==> src/rtl/dm_sb_arbiter_pkg.sv <==
// Shared types for the debug-module system-bus arbiter.
// Contents:
//   lock_state_e - state of the grant-lock FSM. While the bus has not yet accepted
//                  a request, the selection must not change.
package dm_sb_arbiter_pkg;

  typedef enum logic [0:0] {
    LOCK_IDLE = 1'b0,
    LOCK_HELD = 1'b1
  } lock_state_e;

endpackage

==> src/rtl/dm_sb_arbiter_checker.sv <==
// Protocol assertions for dm_sb_arbiter. This block has no functional outputs.
// Ports:
//   clk_i, rst_ni, dmactive_i  clock, reset and arbiter enable
//   gnt, r_valid               arbiter grant and response vectors
//   lock_held, lock_idx        grant-lock state
//   req                        requester request vector
//   push, full                 ID FIFO push and full flag
module dm_sb_arbiter_checker
  import dm_sb_arbiter_pkg::*;
#(
  parameter int unsigned NumReq = 2,
  parameter int unsigned IdW    = 1
) (
  input logic              clk_i,
  input logic              rst_ni,
  input logic              dmactive_i,
  input logic [NumReq-1:0] gnt,
  input logic [NumReq-1:0] r_valid,
  input logic              lock_held,
  input logic [IdW-1:0]    lock_idx,
  input logic [NumReq-1:0] req,
  input logic              push,
  input logic              full
);

  gnt_onehot0 : assert property (@(posedge clk_i) disable iff (!rst_ni) $onehot0(gnt));

  rvalid_onehot0 : assert property (@(posedge clk_i) disable iff (!rst_ni) $onehot0(r_valid));

  // The bus needs a stable request until it is granted, so a locked requester
  // must not withdraw its request.
  req_stable_locked : assert property (@(posedge clk_i) disable iff (!rst_ni)
    (lock_held && dmactive_i) |-> req[lock_idx]);

  no_push_full : assert property (@(posedge clk_i) disable iff (!rst_ni) !(push && full));

endmodule

==> src/rtl/dm_sb_id_fifo.sv <==
// Synchronous FIFO that holds the requester IDs of granted bus transactions.
// Responses are routed back in grant order, and the head entry names the owner
// of the next response.
// Ports:
//   clk_i, rst_ni   clock, asynchronous active-low reset
//   clear_i         synchronous clear; empties the FIFO
//   push_i, data_i  enqueue an ID; ignored when the FIFO is full
//   pop_i           dequeue the head entry; ignored when the FIFO is empty
//   data_o          head entry
//   full_o, empty_o occupancy flags
module dm_sb_id_fifo
  import dm_sb_arbiter_pkg::*;
#(
  parameter int unsigned DEPTH = 2,
  parameter int unsigned WIDTH = 1
) (
  input  logic             clk_i,
  input  logic             rst_ni,
  input  logic             clear_i,
  input  logic             push_i,
  input  logic [WIDTH-1:0] data_i,
  input  logic             pop_i,
  output logic [WIDTH-1:0] data_o,
  output logic             full_o,
  output logic             empty_o
);

  localparam int unsigned PtrW = (DEPTH > 1) ? $clog2(DEPTH) : 1;
  localparam int unsigned CntW = $clog2(DEPTH + 1);

  logic [DEPTH-1:0][WIDTH-1:0] mem_q;
  logic [PtrW-1:0]             wptr_q;
  logic [PtrW-1:0]             rptr_q;
  logic [CntW-1:0]             cnt_q;
  logic                        push_ok;
  logic                        pop_ok;

  // Pointers wrap explicitly, so DEPTH does not have to be a power of two.
  function automatic logic [PtrW-1:0] next_ptr(input logic [PtrW-1:0] ptr);
    if (ptr == PtrW'(DEPTH - 1)) begin
      return '0;
    end else begin
      return ptr + PtrW'(1);
    end
  endfunction

  // Qualify push and pop against the occupancy flags.
  always_comb begin
    full_o  = (cnt_q == CntW'(DEPTH));
    empty_o = (cnt_q == CntW'(0));
    push_ok = push_i & ~full_o;
    pop_ok  = pop_i & ~empty_o;
    data_o  = mem_q[rptr_q];
  end

  // Storage, pointers and occupancy count.
  always_ff @(posedge clk_i or negedge rst_ni) begin
    if (!rst_ni) begin
      mem_q  <= '0;
      wptr_q <= '0;
      rptr_q <= '0;
      cnt_q  <= '0;
    end else if (clear_i) begin
      mem_q  <= '0;
      wptr_q <= '0;
      rptr_q <= '0;
      cnt_q  <= '0;
    end else begin
      if (push_ok) begin
        mem_q[wptr_q] <= data_i;
        wptr_q        <= next_ptr(wptr_q);
      end
      if (pop_ok) begin
        rptr_q <= next_ptr(rptr_q);
      end
      case ({push_ok, pop_ok})
        2'b10:   cnt_q <= cnt_q + CntW'(1);
        2'b01:   cnt_q <= cnt_q - CntW'(1);
        default: cnt_q <= cnt_q;
      endcase
    end
  end

endmodule

==> src/rtl/dm_sb_arbiter.sv <==
// Round-robin arbiter that shares the debug-module system-bus master port
// between NumReq requesters.
// - While a request waits for the bus grant, that request is locked.
// - Responses are routed in order through an outstanding-ID FIFO.
// Ports:
//   clk_i, rst_ni        clock, asynchronous active-low reset
//   dmactive_i           low clears arbiter state and blocks requests
//   req_i/add_i/we_i/wdata_i/be_i  per-requester request bundle
//   gnt_o, r_valid_o     per-requester grant and response valid (one-hot or zero)
//   r_rdata_o            response data, shared by all requesters
//   master_*_o           bus request bundle, driven from the selected requester
//   master_gnt_i, master_r_valid_i, master_r_rdata_i  bus handshake and response
//   resp_err_o           bus response arrived with no outstanding transaction
module dm_sb_arbiter
  import dm_sb_arbiter_pkg::*;
#(
  parameter int unsigned NumReq   = 2,
  parameter int unsigned BusWidth = 32,
  parameter int unsigned MaxOut   = 2
) (
  input  logic                                 clk_i,
  input  logic                                 rst_ni,
  input  logic                                 dmactive_i,
  input  logic [NumReq-1:0]                    req_i,
  input  logic [NumReq-1:0][BusWidth-1:0]      add_i,
  input  logic [NumReq-1:0]                    we_i,
  input  logic [NumReq-1:0][BusWidth-1:0]      wdata_i,
  input  logic [NumReq-1:0][BusWidth/8-1:0]    be_i,
  output logic [NumReq-1:0]                    gnt_o,
  output logic [NumReq-1:0]                    r_valid_o,
  output logic [BusWidth-1:0]                  r_rdata_o,
  output logic                                 master_req_o,
  output logic [BusWidth-1:0]                  master_add_o,
  output logic                                 master_we_o,
  output logic [BusWidth-1:0]                  master_wdata_o,
  output logic [BusWidth/8-1:0]                master_be_o,
  input  logic                                 master_gnt_i,
  input  logic                                 master_r_valid_i,
  input  logic [BusWidth-1:0]                  master_r_rdata_i,
  output logic                                 resp_err_o
);

  localparam int unsigned IdW = (NumReq > 1) ? $clog2(NumReq) : 1;

  typedef logic [IdW-1:0] sb_id_t;

  lock_state_e lock_state_q, lock_state_d;
  sb_id_t      lock_idx_q, lock_idx_d;
  sb_id_t      prio_q, prio_d;
  sb_id_t      scan_sel;
  sb_id_t      sel;
  logic [IdW:0] cand_wide;
  logic        found;
  logic        push;
  logic        pop;
  logic        fifo_full;
  logic        fifo_empty;
  sb_id_t      head_id;

  // Next requester in round-robin order. The wrap at NumReq-1 is explicit.
  function automatic sb_id_t next_id(input sb_id_t id);
    if (id == sb_id_t'(NumReq - 1)) begin
      return '0;
    end else begin
      return id + sb_id_t'(1);
    end
  endfunction

  // Round-robin scan. Pick the first active request starting at prio_q.
  always_comb begin
    scan_sel  = prio_q;
    found     = 1'b0;
    cand_wide = '0;
    for (int k = 0; k < int'(NumReq); k++) begin
      // prio_q + k is always below 2*NumReq, so one subtraction is enough for the modulo.
      cand_wide = {1'b0, prio_q} + (IdW + 1)'(k);
      if (cand_wide >= (IdW + 1)'(NumReq)) begin
        cand_wide = cand_wide - (IdW + 1)'(NumReq);
      end else begin
        cand_wide = cand_wide;
      end
      if (!found && req_i[cand_wide[IdW-1:0]]) begin
        scan_sel = cand_wide[IdW-1:0];
        found    = 1'b1;
      end else begin
        found = found;
      end
    end
  end

  // Bus request muxing, grant and response routing, and lock/priority next state.
  always_comb begin
    sel          = (lock_state_q == LOCK_HELD) ? lock_idx_q : scan_sel;
    // The full flag is registered, so a pop in this cycle cannot re-open the request path.
    master_req_o   = req_i[sel] & ~fifo_full & dmactive_i & rst_ni;
    master_add_o   = add_i[sel];
    master_we_o    = we_i[sel];
    master_wdata_o = wdata_i[sel];
    master_be_o    = be_i[sel];
    push           = master_req_o & master_gnt_i;
    pop            = master_r_valid_i & ~fifo_empty;
    r_rdata_o      = master_r_rdata_i;
    resp_err_o     = master_r_valid_i & fifo_empty & rst_ni;

    gnt_o = '0;
    if (push) begin
      gnt_o[sel] = 1'b1;
    end else begin
      gnt_o = '0;
    end

    r_valid_o = '0;
    if (pop) begin
      r_valid_o[head_id] = 1'b1;
    end else begin
      r_valid_o = '0;
    end

    lock_state_d = lock_state_q;
    lock_idx_d   = lock_idx_q;
    prio_d       = prio_q;
    if (!dmactive_i) begin
      lock_state_d = LOCK_IDLE;
      lock_idx_d   = '0;
      prio_d       = '0;
    end else begin
      if (push) begin
        prio_d = next_id(sel);
      end else begin
        prio_d = prio_q;
      end
      case (lock_state_q)
        LOCK_IDLE: begin
          if (master_req_o && !master_gnt_i) begin
            lock_state_d = LOCK_HELD;
            lock_idx_d   = sel;
          end else begin
            lock_state_d = LOCK_IDLE;
          end
        end
        LOCK_HELD: begin
          if (push) begin
            lock_state_d = LOCK_IDLE;
          end else if (!req_i[lock_idx_q]) begin
            // The requester withdrew its request. Release the lock so the arbiter does not stall.
            lock_state_d = LOCK_IDLE;
          end else begin
            lock_state_d = LOCK_HELD;
          end
        end
        default: lock_state_d = LOCK_IDLE;
      endcase
    end
  end

  // Arbiter state registers.
  always_ff @(posedge clk_i or negedge rst_ni) begin
    if (!rst_ni) begin
      lock_state_q <= LOCK_IDLE;
      lock_idx_q   <= '0;
      prio_q       <= '0;
    end else begin
      lock_state_q <= lock_state_d;
      lock_idx_q   <= lock_idx_d;
      prio_q       <= prio_d;
    end
  end

  dm_sb_id_fifo #(
    .DEPTH(MaxOut),
    .WIDTH(IdW)
  ) i_id_fifo (
    .clk_i  (clk_i),
    .rst_ni (rst_ni),
    .clear_i(~dmactive_i),
    .push_i (push),
    .data_i (sel),
    .pop_i  (pop),
    .data_o (head_id),
    .full_o (fifo_full),
    .empty_o(fifo_empty)
  );

  dm_sb_arbiter_checker #(
    .NumReq(NumReq),
    .IdW   (IdW)
  ) i_checker (
    .clk_i     (clk_i),
    .rst_ni    (rst_ni),
    .dmactive_i(dmactive_i),
    .gnt       (gnt_o),
    .r_valid   (r_valid_o),
    .lock_held (lock_state_q == LOCK_HELD),
    .lock_idx  (lock_idx_q),
    .req       (req_i),
    .push      (push),
    .full      (fifo_full)
  );

endmodule

==> config.mk <==
export PLATFORM = sky130hd
export DESIGN_NAME = dm_sb_arbiter
export DESIGN_NICKNAME = d
export VERILOG_FILES = /design/src/rtl/dm_sb_arbiter_pkg.sv /design/src/rtl/dm_sb_arbiter_checker.sv /design/src/rtl/dm_sb_id_fifo.sv /design/src/rtl/dm_sb_arbiter.sv
export SDC_FILE = /design/constraint.sdc
export NUM_CORES = 1
export LEC_CHECK = 0
export ABC_AREA = 1
export CORE_AREA = 5 5 106 108
export CTS_BUF_LIST = sky130_fd_sc_hd__clkbuf_8
export CTS_CLUSTER_DIAMETER = 60
export DETAILED_ROUTE_END_ITERATION = 7
export DIE_AREA = 0 0 111 113
export HOLD_SLACK_MARGIN = 0.1
export PLACE_DENSITY = 0.67
export REMOVE_ABC_BUFFERS = 1
export SETUP_SLACK_MARGIN = 0.2
export SLEW_MARGIN = 10
export SYNTH_ARGS = -nofsm -noshare
export SYNTH_HDL_FRONTEND = slang
export SYNTH_HIERARCHICAL = 1
export SYNTH_SLANG_ARGS = --single-unit
==> constraint.sdc <==
create_clock -name clk_i -period 1.8 [get_ports clk_i]
set_input_delay 0.18 -clock clk_i [delete_from_list [all_inputs] [get_ports clk_i]]
set_output_delay 0.18 -clock clk_i [all_outputs]
set_load 0.05 [all_outputs]
==> summary.txt, run 1 <==
Run status
  – Status: finished, violations left
  – Failing checks: setup timing

Routing
  – Antenna viol nets, final: 0
  – Via/cell ratio: around 4.4
  – 1st-pass router iterations: 4
  – First DRT Iteration DRCs: between 150 and 200
  – Wire per inst: 17.8 µm
  – Routed WL: 12300 µm
  – DR vias: 3037
  – DRC errors left: 0

Clocking
  – CTS Buffer Depth: 2
  – H-tree Lvls: 1
  – Clk_lat worst skew: around 0.24 ns
  – Sink Count: 9
  – Root buffer selected by CTS: clkbuf_8
  – CTS Buf Count: 3
  – CTS tree: yes
  – Clock-pin slew on the worst setup and hold paths: 0.05 ns

Placed design
  – HPWL Detailed: 9570 µm
  – Placed instance area: approximately 4800 µm²
  – Routability cong.: 1.02
  – Port bufs: 219

Synth
  – Yosys warnings: 6
  – Synth Area per Inst: between 5 and 6 µm²
  – Netlist Area Pre-Place: between 1500 and 2000 µm²
  – Sequential area share after synthesis: 0.126
  – Gate Count Post-Synth: roughly 340
  – Netlist cell types: 24
  – Synth area leader: nand2_1
  – Largest cells by area after synthesis: nand2_1 (46%), buf_4 (14%), dfrtp_1 (13%)
  – Area share of the largest cell type after synthesis: 0.463
  – #FFs+latches synth: 9

Final layout
  – Area of the multi-input gates: 1560 µm²
  – P&R area growth vs syn: 205%
  – Fin area: 5480 µm²
  – Storage cell area: 225 µm²
  – Layout cells sized above 1: 0.479
  – Filler Cell Count: 861
  – Fin nets: ~730
  – Inserted Diodes: 0

Worst setup path
  – Slowest-stage cell, CP: dfrtp_1
  – Worst endpoint required time: ~1.6 ns
  – Critical path class: flop to output port
  – CP Buf/Inv Count: 4
  – Cell mode on critical path: nand2_2
  – CP Max Fanout: 14
  – Worst-path cell chain: a21oi_2 -> nand2_2 -> nand2_4 -> buf_6 -> inv_12 -> buf_16 -> nand2_1 -> nand2_2 -> buf_12
  – CP endpoint kind: output port
  – Top delay family on crit path: buffers and inverters
  – Critical Path Max Stage Delay: 0.43 ns
  – Critical Path AT: 1.64 ns
  – Critical path launch point type: flop

Floorplanning
  – Core Box Area: about 10000 µm²
  – FP Rows: 37
  – Die W: 111 µm
  – Initial Util: 0.177
  – Full die area: 12500 µm²
  – I/O Pins: 284
  – Die Ht: 113 µm

Run
  – Max-Cap Viols: 0

Power and ir drop
  – PnR Total Power: 3000 µW
  – Clk pwr share: 0.078
  – Internal: 1620 µW
  – Leakage power: 0.00250 µW
  – Psw: about 1400 µW
  – Comb pwr share: 0.850
  – Max IR drop VDD: 0.000265 V
  – Sequential power share: 0.072
  – PD cells: 548 nW/µm²
  – Switch share: 0.461

Timing
  – Max-slew headroom: 0.788
  – Final Hold Vio Count: 0
  – RSZ-0062 raised after global routing: true
  – Endpoints failing setup: 8
  – Final period util: 1.01
  – Setup Total Neg Slack: -0.0680 ns
  – Final worst-path setup slack: -0.0161 ns
  – Max Fclk: ~550 MHz
  – Least-Margin Pin Slew: 0.317 ns
  – Pins Over Slew Limit: 0
  – Post-route minimum period: around 1.8 ns
  – Clk_skew: 0.00271 ns

Global route
  – Total grt overflow: 0
  – Global-route wire length before repair: 18000 µm
  – Largest net degree at the start of global routing: 16
  – Via count of the first global-routing pass: 3226
  – Global-route usage over all layers: 0.181
  – Initial antenna violation count: 0

Worst hold path
  – Hold Path Class: input port to async pin
## per-stage QoR
step           worst slack, ns  hold WS [ns]  instances   util
2_1_floorplan            -1.04        -0.116        296      -
3_3_place_gp            -0.135         0.360        675  0.470
3_5_place_dp            -0.223         0.360        675  0.470
4_1_cts                 0.0213         0.274        687  0.522
5_1_grt                -0.0449         0.298        691  0.540
6_report               -0.0161         0.270        691  0.540
## sequential cells by signal, indices dropped and copies added (netlist names)
signal / cells
lock_idx_q: 1
i_id_fifo/rptr_q: 1
i_id_fifo/mem_q: 2
i_id_fifo/cnt_q: 2
i_id_fifo/wptr_q: 1
lock_state_q: 1
prio_q: 1
## cells by family after synthesis
family,share of synthesized area
and+or+nand+nor,0.568
AOI/OAI and AO/OA,0.0558
buffers and inverters,0.246
DFF,0.126
xor gates and xnor gates,0.00489
## what timing repair did
action / in CTS / in global routing
setup buffers: 4 / 3
resized for setup: 127 / 48
hold buffers: 0 / 0
endpoints found under the hold margin: 0 / 0
pin swaps: 6 / 9
endpoints found under the setup margin: 81 / 81
gates cloned: 4 / 1
## final timing paths
path                                            to  slack (ns)                  from  cells after the start
worst max-delay path            master_wdata_o[20]       -0.02          lock_state_q                      9
worst min-delay path            i_id_fifo/cnt_q[0]        0.27                rst_ni                      2
worst max register to register  i_id_fifo/cnt_q[1]        0.07          lock_state_q                     14
worst min register to register              prio_q        0.51                prio_q                      2
max in group asynchronous       i_id_fifo/mem_q[1]        1.39                rst_ni                      2
min in group clk_i                   r_rdata_o[12]        0.36  master_r_rdata_i[12]                      0
## Yosys cell counts
library cell	instances
nor2_4	1
nor3_1	1
nor2_1	7
o21ai_1	3
a21oi_2	1
a21oi_1	6
inv_1	15
nor2_2	1
nand3_1	6
o21ai_0	6
nand2_1	221
buf_4	33
nor3b_1	1
inv_2	3
buf_6	8
dfrtp_1	9
a21oi_4	1
nand2_4	3
nand4_2	1
and3_1	1
nand2_2	3
buf_2	7
nand4_1	5
xor2_1	1
## placed cells by master, fill, tap and decap left out, types with 2 or more instances in the layout
master | netlist | routed
clkbuf_8 | 0 | 3
buf_4 | 33 | 20
dlygate4sd2_1 | 0 | 2
nor2_1 | 7 | 5
buf_12 | 0 | 80
a21oi_1 | 6 | 4
nand2_4 | 3 | 10
o21ai_0 | 6 | 4
nand3_1 | 6 | 5
a21oi_4 | 1 | 3
o21ai_1 | 3 | 5
dfrtp_1 | 9 | 9
buf_6 | 8 | 4
nand4_1 | 5 | 5
inv_1 | 15 | 12
nand2_1 | 221 | 95
nor2_4 | 1 | 4
buf_16 | 0 | 4
inv_2 | 3 | 6
nand2_2 | 3 | 122
clkdlybuf4s50_1 | 0 | 142
buf_8 | 0 | 2
## layer usage
| metal | part of all wire | vias to the layer above | global-route usage |
|---|---|---|---|
| li1 | - | 1435 | - |
| met1 | 0.38 | 1379 | 0.204 |
| met2 | 0.50 | 195 | 0.311 |
| met3 | 0.093 | 28 | 0.0781 |
| met4 | 0.031 | 0 | 0.0550 |
| met5 | 0 | - | 0 |
## area by class of cell
cell class,instances,area share
Clock buffer,3,0.00754
Tap cell,136,0.0311
Inverter,18,0.0146
Clock inverter,1,0.000685
Timing Repair Buffer,255,0.621
Multi-Input combinational cell,269,0.284
Sequential cell,9,0.0411
## power by group through the flow
stage / registers (µW) / clock network (µW) / logic, µW
2_1_floorplan: 220 / 0 / 928
3_3_place_gp: 219 / 0 / 2240
3_5_place_dp: 220 / 0 / 2260
4_1_cts: 216 / 240 / 2480
5_1_grt: 218 / 250 / 2650
6_report: 217 / 233 / 2550
Power figures use the tool's default switching activity.
==> run 2: changes to the inputs <==
- CORE_AREA: 5 5 106 108 -> 5 5 108 110
- DIE_AREA: 0 0 111 113 -> 0 0 113 115
- DONT_BUFFER_PORTS: default -> 1
- PLACE_DENSITY: 0.67 -> default
- clock period: 1.8 -> 2.03 ns (I/O delays scaled with it)
==> run 2 against run 1 <==
Compared with the run above:
- the run now ends clean
- wire length shrank 14%
- global-route usage shrank 4.7 points
- die area grew 3.6%
- power shrank 23%
- final area shrank 29%
- largest power group unchanged
- highest routed layer is now met5
==> summary.txt, run 2 (synthesized netlist as in run 1, its figures left out) <==
Floorplanning
  – Initial Util: 0.169 (was 0.177)
  – I/O Pins: 284 (unchanged)
  – Core Box Area: 10600 µm² (was 10100 µm²)
  – FP Rows: 38 (was 37)
  – Full die area: 13000 µm² (was 12500 µm²)
  – Die Ht: 115 µm (was 113 µm)
  – Die W: 113 µm (was 111 µm)

Timing
  – Final period util: 0.907
  – Final Hold Vio Count: 0 (unchanged)
  – Max-slew headroom: 0.709 (was 0.788)
  – Max Fclk: 543 MHz
  – Post-route minimum period: about 1.8 ns
  – Pins Over Slew Limit: 0 (unchanged)
  – Hold_ws: 0.111 ns (was 0.270 ns)
  – Endpoints failing setup: 0 (was 8)
  – Setup Total Neg Slack: 0 ns (was -0.0680 ns)
  – Clk_skew: 0.00381 ns (was 0.00271 ns)
  – Least-Margin Pin Slew: 0.434 ns (was 0.317 ns)
  – RSZ-0062 raised after global routing: true (unchanged)

Run status
  – Status: completed (was finished, violations left)

Clocking
  – Clock-pin slew on the worst setup and hold paths: 0.05 ns (about the same)
  – CTS tree: yes (unchanged)
  – Clk_lat worst skew: 0.24 ns (about the same)
  – CTS Buffer Depth: 2 (unchanged)
  – Root buffer selected by CTS: clkbuf_8 (unchanged)
  – Sink Count: 9 (unchanged)
  – H-tree Lvls: 1 (unchanged)
  – CTS Buf Count: 3 (unchanged)

Routing
  – Wire per inst: 19.6 µm (was 17.8 µm)
  – DR vias: 2455 (was 3037)
  – DRC errors left: 0 (unchanged)
  – Antenna viol nets, final: 0 (unchanged)
  – Routed WL: 10600 µm (was 12300 µm)
  – Via/cell ratio: 4.55 (was 4.40)
  – First DRT Iteration DRCs: 98 (was 166)
  – 1st-pass router iterations: 5 (was 4)

Worst setup path
  – Critical Path AT: 1.64 ns (about the same)
  – Critical path launch point type: flop (unchanged)
  – R2r worst-path depth: 11 (was 14)
  – Reg2reg end: i_id_fifo/cnt_q[0] (was i_id_fifo/cnt_q[1])
  – Worst endpoint required time: 1.83 ns (was 1.62 ns)
  – RR Startpoint: lock_state_q (unchanged)
  – R2R setup slack: 0.33 ns (was 0.07 ns)
  – CP endpoint kind: output port (unchanged)
  – Critical path class: flop to output port (unchanged)
  – CP Max Fanout: 6 (was 14)

Final layout
  – Most frequent cells in the layout: nand2_1 (117), nand2_2 (86), buf_12 (74), nand2_4 (23), inv_1 (15) (was clkdlybuf4s50_1 (142), nand2_2 (122), nand2_1 (95), buf_12 (80), buf_4 (20))
  – P&R area growth vs syn: 116% (was 205%)
  – Inserted Diodes: 0 (unchanged)
  – Largest regs: i_id_fifo/cnt_q: 2 flops, i_id_fifo/mem_q: 2 flops (unchanged)
  – Layout cells sized above 1: 0.564 (was 0.479)
  – Filler Cell Count: 1047 (was 861)
  – Fin nets: 577 (was 733)
  – Commonest non-fill, non-tap cell in the layout: nand2_1 (was clkdlybuf4s50_1)

Worst hold path
  – Hold path endpoint: prio_q
  – Hold Path Class: input port to flop (was input port to async pin)
  – Hold path start: dmactive_i
  – Worst Hold Depth: 2

Run
  – Max-Cap Viols: 0 (unchanged)

Power and ir drop
  – PD cells: 599 nW/µm² (was 548 nW/µm²)
  – Leakage power: 0.00193 µW (was 0.00250 µW)
  – Max IR drop VDD: 0.000295 V (was 0.000265 V)

Global route
  – Largest net degree at the start of global routing: 31 (was 16)
  – Global-route wire length before repair: 13700 µm (was 18000 µm)
  – Initial antenna violation count: 0 (unchanged)
  – Global-route usage over all layers: 0.134 (was 0.181)
  – Via count of the first global-routing pass: 2388 (was 3226)
  – Total grt overflow: 0 (unchanged)

Placed design
  – Port bufs: 0 (was 219)
  – Routability cong.: 0.822 (was 1.02)
  – HPWL Detailed: 7650 µm (was 9570 µm)
[run 2: changes by cell type in the layout (fill, tap and decap cells not counted), moves of 3 or more]
cell,before,now
buf_4,20,12
nand2_1,95,117
buf_12,80,74
nand2_4,10,23
nor2_4,4,1
inv_2,6,3
nand2_2,122,86
clkdlybuf4s50_1,142,0
inv_1,12,15
nor2_2,0,3
[run 2: worst max-delay path, cell delays in order (launching register included)]
cell and delay [ns]:
dfrtp_1 0.42, a21oi_2 0.18, nand2_4 0.10, nand2_8 0.12, buf_12 0.14, clkbuf_16 0.16, nand2_2 0.05, nand2_2 0.08
buf_12 0.13
[run 2: worst max path at each step]
stage,from,depth (start not counted),end,slack [ns]
3_3_place_gp,i_id_fifo/cnt_q[0],14,i_id_fifo/cnt_q[0],0.31
3_5_place_dp,lock_state_q,7,master_add_o[11],0.24
2_1_floorplan,lock_state_q,5,gnt_o[1],-0.84
6_report,lock_state_q,8,master_wdata_o[12],0.19
5_1_grt,lock_state_q,8,master_wdata_o[17],0.11
4_1_cts,i_id_fifo/cnt_q[1],9,gnt_o[0],0.20
[run 2: per-stage QoR]
stage                     total power [µW]  instances  area (µm²)   util  setup slack (ns)
after floorplan                       1020        296        1420      -            -0.836
after global placement                1830        517        3100  0.293             0.305
after detailed placement              1840        517        3100  0.293             0.240
after CTS                             2200        530        3460  0.326             0.200
after global routing                  2410        539        3870  0.365             0.109
final                                 2310        539        3870  0.365             0.189
[run 2: per-layer routing]
metal | wire [µm] | vias to the layer above | GRT usage
met5 | 51 | - | 0.0296
met4 | 94 | 2 | 0.0232
met3 | 1410 | 11 | 0.0668
met2 | 5210 | 180 | 0.220
met1 | 3800 | 1139 | 0.159
li1 | - | 1123 | -
[run 2: power breakdown]
group / internal (µW) / switching, µW / leakage [µW]
combinational: 842 / 1070 / 0.00178
sequential: 187 / 5.69 / 0.000123
clock: 132 / 79.0 / 0.0000269
total: 1160 / 1150 / 0.00193
[run 2: timing repair]
action                                  in CTS  in global routing
pin swaps                                    2                 17
hold endpoints to repair                    10                  0
endpoints found under the setup margin      68                 74
setup buffers                                4                  4
gates resized for setup                     64                 85
hold buffers                                 2                  0
gates cloned                                 3                  5
[run 2: layout make-up]
class                   count  area, µm²  share of cell area
inverters                  18       75.1              0.0194
flip-flops and latches      9        225              0.0583
repair buffers             99       1810               0.469
clock inverters             1       3.75            0.000971
well taps                 140        175              0.0453
multi-input cells         269       1530               0.396
clock buffers               3       41.3              0.0107
==> run 3: changes to the inputs <==
- CTS_CLUSTER_SIZE: default -> 24
- SLEW_MARGIN: 10 -> default
==> results of run 3 <==
The final DEF is identical to that of run 2; final timing and power are the same.
